`src/rtl/pipeline_hazard_controller.sv`:
```
// Stall/flush sequencer for the five-stage pipeline: freezes on data-memory waits,
// bubbles load-use hazards, flushes taken branches, drains on halt, and watches memory timeouts.
module pipeline_hazard_controller #(
  parameter int MEM_TIMEOUT = 15
) (
  input  logic        clk,
  input  logic        rst,
  input  logic [2:0]  idRs,
  input  logic [2:0]  idRt,
  input  logic        idUsesRs,
  input  logic        idUsesRt,
  input  logic        idHalt,
  input  logic        exMemoryRead,
  input  logic        exRegisterWrite,
  input  logic [2:0]  exWriteRegister,
  input  logic        branchTaken,
  input  logic        memAccess,
  input  logic        memStall,
  input  logic        memDone,
  input  logic        wbHalt,
  output logic        pcWriteEnable,
  output logic        ifIdWriteEnable,
  output logic        idExWriteEnable,
  output logic        exMemWriteEnable,
  output logic        memWbWriteEnable,
  output logic        ifIdFlush,
  output logic        idExFlush,
  output logic        memWbFlush,
  output logic [1:0]  state,
  output logic        halted,
  output logic        memError,
  output logic [15:0] stallCycles
);
  typedef enum logic [1:0] {RUN = 2'd0, MEMWAIT = 2'd1, DRAIN = 2'd2, HALTED = 2'd3} stateT;
  typedef enum logic [1:0] {ACT_RUN, ACT_FREEZE, ACT_DRAIN, ACT_IDLE} actionT;

  stateT       stateReg, stateNext;
  actionT      action;
  logic [7:0]  waitReg, waitNext;
  logic        resumeDrainReg, resumeDrainNext;
  logic        memErrorReg, memErrorNext;
  logic [15:0] stallReg;
  logic        loadUse, memBusy, haltSelected;

  assign loadUse = exMemoryRead & exRegisterWrite &
                   ((idUsesRs & (idRs == exWriteRegister)) | (idUsesRt & (idRt == exWriteRegister)));
  assign memBusy = memAccess & memStall & ~memDone;
  assign haltSelected = idHalt & ~branchTaken & ~loadUse;

  // Decide what this cycle does and where the sequencer goes next.
  always_comb begin
    action          = ACT_IDLE;
    stateNext       = stateReg;
    waitNext        = waitReg;
    resumeDrainNext = resumeDrainReg;
    memErrorNext    = memErrorReg;
    case (stateReg)
      RUN, DRAIN: begin
        if (memBusy) begin
          action          = ACT_FREEZE;
          stateNext       = MEMWAIT;
          waitNext        = 8'd1;
          resumeDrainNext = (stateReg == DRAIN);
        end else if (stateReg == DRAIN) begin
          action = ACT_DRAIN;
        end else begin
          action    = ACT_RUN;
          stateNext = haltSelected ? DRAIN : RUN;
        end
      end
      MEMWAIT: begin
        if (!memDone) begin
          action = ACT_FREEZE;
          if (waitReg == 8'(MEM_TIMEOUT)) begin
            memErrorNext = 1'b1;
            stateNext    = HALTED;
          end else begin
            waitNext = waitReg + 8'd1;
          end
        end else if (resumeDrainReg) begin
          action    = ACT_DRAIN;
          stateNext = DRAIN;
        end else begin
          action    = ACT_RUN;
          stateNext = haltSelected ? DRAIN : RUN;
        end
      end
      default: action = ACT_IDLE;
    endcase
    // A halt reaching writeback retires the machine regardless of anything younger.
    if (wbHalt && stateReg != HALTED) stateNext = HALTED;
  end

  always_comb begin
    {pcWriteEnable, ifIdWriteEnable, idExWriteEnable, exMemWriteEnable, memWbWriteEnable} = 5'b11111;
    {ifIdFlush, idExFlush, memWbFlush} = 3'b000;
    case (action)
      ACT_FREEZE: begin
        {pcWriteEnable, ifIdWriteEnable, idExWriteEnable, exMemWriteEnable, memWbWriteEnable} = 5'b00000;
        memWbFlush = 1'b1;
      end
      ACT_DRAIN: begin
        pcWriteEnable   = 1'b0;
        ifIdWriteEnable = 1'b0;
        idExFlush       = 1'b1;
      end
      ACT_IDLE: begin
        {pcWriteEnable, ifIdWriteEnable, idExWriteEnable, exMemWriteEnable, memWbWriteEnable} = 5'b00000;
      end
      default: begin
        if (branchTaken) begin
          ifIdFlush = 1'b1;
          idExFlush = 1'b1;
        end else if (loadUse) begin
          pcWriteEnable   = 1'b0;
          ifIdWriteEnable = 1'b0;
          idExFlush       = 1'b1;
        end
      end
    endcase
  end

  always_ff @(posedge clk or negedge rst) begin
    if (!rst) begin
      stateReg       <= RUN;
      waitReg        <= 8'd0;
      resumeDrainReg <= 1'b0;
      memErrorReg    <= 1'b0;
      stallReg       <= 16'd0;
    end else begin
      stateReg       <= stateNext;
      waitReg        <= waitNext;
      resumeDrainReg <= resumeDrainNext;
      memErrorReg    <= memErrorNext;
      if (!pcWriteEnable && stateReg != HALTED && stallReg != 16'hFFFF)
        stallReg <= stallReg + 16'd1;
    end
  end

  assign state       = stateReg;
  assign halted      = (stateReg == HALTED);
  assign memError    = memErrorReg;
  assign stallCycles = stallReg;
endmodule
```
`config.mk`:
```
export PLATFORM = sky130hd
export DESIGN_NAME = pipeline_hazard_controller
export DESIGN_NICKNAME = d
export VERILOG_FILES = /design/src/rtl/pipeline_hazard_controller.sv
export SDC_FILE = /design/constraint.sdc
export NUM_CORES = 1
export LEC_CHECK = 0
export ABC_AREA = 1
export CORE_MARGIN = 10
export CORE_UTILIZATION = 50
export DETAILED_ROUTE_END_ITERATION = 7
export GPL_TIMING_DRIVEN = 0
export PLACE_DENSITY = 0.81
export SLEW_MARGIN = 20
export SYNTH_ARGS = -nofsm -noshare
export SYNTH_HDL_FRONTEND = slang
export SYNTH_SLANG_ARGS = --single-unit
```
`constraint.sdc`:
```
create_clock -name clk -period 3.05 [get_ports clk]
set_input_delay 0.305 -clock clk [delete_from_list [all_inputs] [get_ports clk]]
set_output_delay 0.305 -clock clk [all_outputs]
set_load 0.01 [all_outputs]
```
## Word-level counts from Yosys, hierarchy flattened

Index checks and enable logic that the tools add are counted.

- Flip-flop bits (word level): 28
- Bits in latches: 0
- Memory bits (writable): 0
- Bits in read-only memories: 0
- Input port bits: 21
- Output and inout bits: 28
- Memories: 0

- $add $sub $neg: 2
- $mul: 0
- Divide/modulo/power cells: 0
- Order comparisons: 0
- Equality and inequality tests: 16
- Shift operators: 0
- Multiplexer cells: 27
- Bitwise gates (word level): 12
- Reduce and logical (&&, ||, !) cells: 14

Operators with widths:

| kind | number |
|---|---|
| $mux 8 | 3 |
| $mux 2 | 11 |
| $add 16x1->16 const B | 1 |
| $ne 16x16->1 const B | 1 |
| $pmux 8 s2 | 1 |
| $mux 1 | 9 |
| $add 8x1->8 const B | 1 |
| $and 1x1->1 | 8 |
| $eq 2x2->1 const B | 4 |
| $eq 8x4->1 const B | 1 |
| $ne 2x2->1 const B | 4 |
| $ne 4x4->1 const B | 2 |
| $pmux 2 s2 | 2 |
| $eq 3x3->1 | 2 |
| $reduce_and 3->1 | 2 |
| $eq 2x1->1 const B | 2 |
| $reduce_and 4->1 | 1 |
| $reduce_or 2->1 | 2 |
| $logic_and 1x1->1 | 3 |
| $not 1->1 | 3 |
| $reduce_bool 3->1 | 1 |
| $reduce_or 3->1 | 1 |
| $logic_not 2->1 | 1 |
| $pmux 1 s2 | 1 |
| 4 further kinds | 4 |

## Depth between registers and ports, before layout

- Word-level depth: 11
- Gate-level depth with buffers: 12

## Worst setup path before layout

No wires, ideal clock.

- Kind: register to output
- From: register stateReg[0] (netlist: state[0])
- To: output pcWriteEnable
- Arrival: 1.532 ns
- Setup slack: 1.213 ns
- Cell stages (with the launch flop): 11
- Buffers on the path: 2
- Path through: dfrtp_1 inv_2 nor2_4 nand2_1 nand2_2 inv_2 nor2_4 nand2_4 buf_2 inv_1 buf_4

- Cells in the longest elaborated chain, start to end: 7
- Elaborated cells between the ends (all ways): 12

RTL lines:

| element | RTL line | source |
|---|---|---|
| from (decl) | 37 | `stateT stateReg, stateNext;` |
| from (signal assigned) | 131 | `stateReg <= stateNext;` |
| $eq 2x2->1 | 57, 64 |  |
| $mux 2 | 64 | `end else if (stateReg == DRAIN) begin` |
| $mux 2 | 59 | `if (memBusy) begin` |
| $pmux 2 s2 * | 57 | `case (stateReg)` |
| $eq 2x2->1 / $eq 2x1->1 (equally long branches) | - |  |
| $reduce_or 3->1 (no source line) * | - |  |
| $mux 1 * | - |  |
| to (decl) | 21 | `output logic pcWriteEnable,` |

Mark *: on every way between the ends. The rest lies on a longest branch, timed or not.

## Worst setup path after layout

- From: input memDone
- To: output pcWriteEnable

- Cells in the longest elaborated chain, start to end: 7
- Elaborated cells between the ends (all ways): 10

RTL lines:

| element | RTL line | source |
|---|---|---|
| from (decl) | 19 | `input logic memDone,` |
| $not 1->1 (no source line) | - |  |
| $and 1x1->1 | 47 | `assign memBusy = memAccess & memStall & ~memDone;` |
| $mux 2 | 59 |  |
| $pmux 2 s2 * | 57 |  |
| $eq 2x2->1 / $eq 2x1->1 (equally long branches) | 97 | `case (action)` |
| $reduce_or 3->1 (no source line) * | - |  |
| $mux 1 * | 97 |  |

Marks and branches as above.

==> flow_summary.yaml <==
clock_tree:
  cts_made_buffers: 3
  htreeDepth: 1
  clock_latency_ns: 0.28
  cts_tree: "built"
  cts_setup_buffers: 0
  path_clk_slew_ns: 0.10
  cts-root-buf: "clkbuf_8"
  cts_buffer_depth: 2
  clkSinkCount: 28
  cts_resized: 0
  cts-hold-fix-buffers: 0
setup_path:
  required_ns: 2.74
  r2r_cells: 7
  cpMaxStageDelayCell: "clkdlybuf4s50_1"
  critPathKind: "input pin to output pin"
  end_kind: "output pin"
  r2r_slack_ns: 1.20
  crit_path_max_incr_delay_ns: 0.52
  worst_r2r_endpoint: "stallCycles[2]$_DFFE_PN0P_"
  critPathMostFrequentCell: "clkdlybuf4s50_1"
  crit_arrival_ns: 2.52
  reg2reg_from: "stallCycles[0]$_DFFE_PN0P_"
  cp_max_fo: 10
  cp_cell_sequence: "clkdlybuf4s50_1, inv_2, nand3_2, nor2_2, o21ai_2, nor2_4, nand2_4, buf_2, inv_1, buf_4, clkdlybuf4s50_1"
  start_kind: "input pin"
placed_design:
  io_buffers: 48
  gp_routability_congestion: 0.872
  placement.cell_area_um2: 2530
  dp.cells: 373
  dp_hpwl_um: 3790
power:
  ir_drop_v: 0.000457
  total_power_w: 0.00177
  p_leak_nw: 1.28
  p_per_area_nw_per_um2: 679
finish:
  drive_gt1_frac: 0.149
  final_nets: 353
  diodes: 0
  multiInputGateArea_um2: 1100
  nFillCells: 335
  register_area_um2: 701
  postLayoutCellArea_um2: 2610
  area_growth_pct: 30.4
  stdcell_count: 377
  finish.utilization: 0.691
run_status:
  status: "finished clean"
timing:
  period_needed_ns: 2.82
  post-route-period-util: 0.926
  hold_viol: 0
  fin_setup_tns_ns: 0
  max_freq_mhz: 354
  setup_viol: 0
  finClkSkew_ns: 0.00530
  tightest_slew_ns: 0.645
  slew_headroom: 0.570
  maxSlewViolCount: 0
  rsz0062_at_grt: "no"
synth:
  synthFlopType: "dfrtp_1"
  yosys_register_bits: 28
  synth_edf_count: 0
  syn_inst: 277
  yosys.area.top_type_share: 0.350
  synth.cell_area_um2: 2000
  yosysTopAreaCell: "dfrtp_1"
  ys_types: 30
  synth_common_cells: "nand2_1 (68), inv_1 (34), nor2_1 (29)"
  yosysWarningCount: 0
  yosysSeqAreaShare: 0.350
  yosysMostFrequentCell: "nand2_1"
  synth.area.top_cells: "dfrtp_1 (35%), nand2_1 (13%), nand2_2 (6.9%)"
  synth_nets: 300
  synthArstFlopShare: 1.00
  avgSynthCellArea_um2: 7.22
drt:
  antenna_left: 0
  drc: 0
  via_per_inst: 5.08
  avgRoutedWirePerCell_um: 12.8
  drt_iter0_markers: 82
  dr.pass1.iters: 4
  via_count: 1915
  wl_um: 4830
grt:
  grt_pass1_wl_um: 8280
  grt_pass1_vias: 1765
  grt_util_all_layers: 0.136
  grt_antenna_before_repair: 0
  grt_max_degree: 29
  grt_overflow: 0
die:
  die_h_um: 83.2
  placementRows: 22
  ioPinCount: 49
  initial_core_util: 0.530
  core_area_um2: 3770
  dieArea_um2: 6930
  die_w_um: 83.2
worst_hold_path:
  min_path_type: "input pin to async pin"
flow_run:
  maxCapViolations: 0
sequential cells by signal (all words and copies together), names as in the netlist:
| name | flops |
|---|---|
| resumeDrainReg | 1 |
| memError | 1 |
| waitReg | 8 |
| stallCycles | 16 |
| state | 2 |
kinds of logic after synthesis:
family / count (synthesis) / share of synthesized area
fa+ha+maj: 2 / 0.0125
xor+xnor: 13 / 0.0569
compound gates: 19 / 0.0526
buf+inv: 46 / 0.101
flops: 28 / 0.350
simple gates: 169 / 0.426
per-stage QoR:
step / hold WS [ns] / setup WS, ns
after CTS: 0.0546 / 0.210
after global placement: 0.465 / 0.229
after floorplan: 0.00941 / 1.21
after global routing: 0.0715 / 0.0603
final: 0.0375 / 0.227
after detailed placement: 0.360 / 0.218
layout by cell type, fill, tap and decap left out, drive strengths merged:
cell / n
nand3: 17
xnor2: 5
inv: 39
nand4: 21
a31oi: 1
a21oi: 6
o21ai: 10
buf: 7
ha: 2
clkbuf: 4
xor2: 8
o21bai: 1
nor3: 5
o31ai: 1
clkdlybuf4s50: 47
dfrtp: 28
nor2: 34
bufinv: 1
nand2: 91
nor3b: 1
how the worst max path moves through the flow:
stage,from,end,slack (ns)
after detailed placement,memDone,pcWriteEnable,0.22
final,memDone,pcWriteEnable,0.23
after global routing,memDone,pcWriteEnable,0.06
after floorplan,state[0]$_DFFE_PN0P_,pcWriteEnable,1.21
after CTS,memDone,pcWriteEnable,0.21
after global placement,memDone,pcWriteEnable,0.23
metal layers:
metal  share of wire  wire, µm  GRT usage
met2            0.45      2170      0.212
met3           0.070       336     0.0342
met1            0.47      2270      0.179
met5               0         0          0
met4           0.012        57     0.0415
worst max-delay path, delay by kind of cell:
| family | cells | cell delay (ns) |
|---|---|---|
| AOI/OAI and AO/OA | 1 | 0.14 |
| buffers and inverters | 6 | 1.49 |
| and+or+nand+nor | 4 | 0.58 |
where the power goes:
group | total (W) | internal [W] | switching, W
clock | 0.000293 | 0.000176 | 0.000117
sequential | 0.000549 | 0.000450 | 0.0000993
combinational | 0.000928 | 0.000430 | 0.000498
cell type report:
cell class / instances / area share
multi-input combinational: 203 / 0.421
clock buffer: 3 / 0.0158
sequential: 28 / 0.269
timing repair buffer: 48 / 0.182
clock inverter: 1 / 0.0115
buffer: 7 / 0.0216
inverter: 39 / 0.0562
tap: 48 / 0.0230
Power figures use the tool's default switching activity.
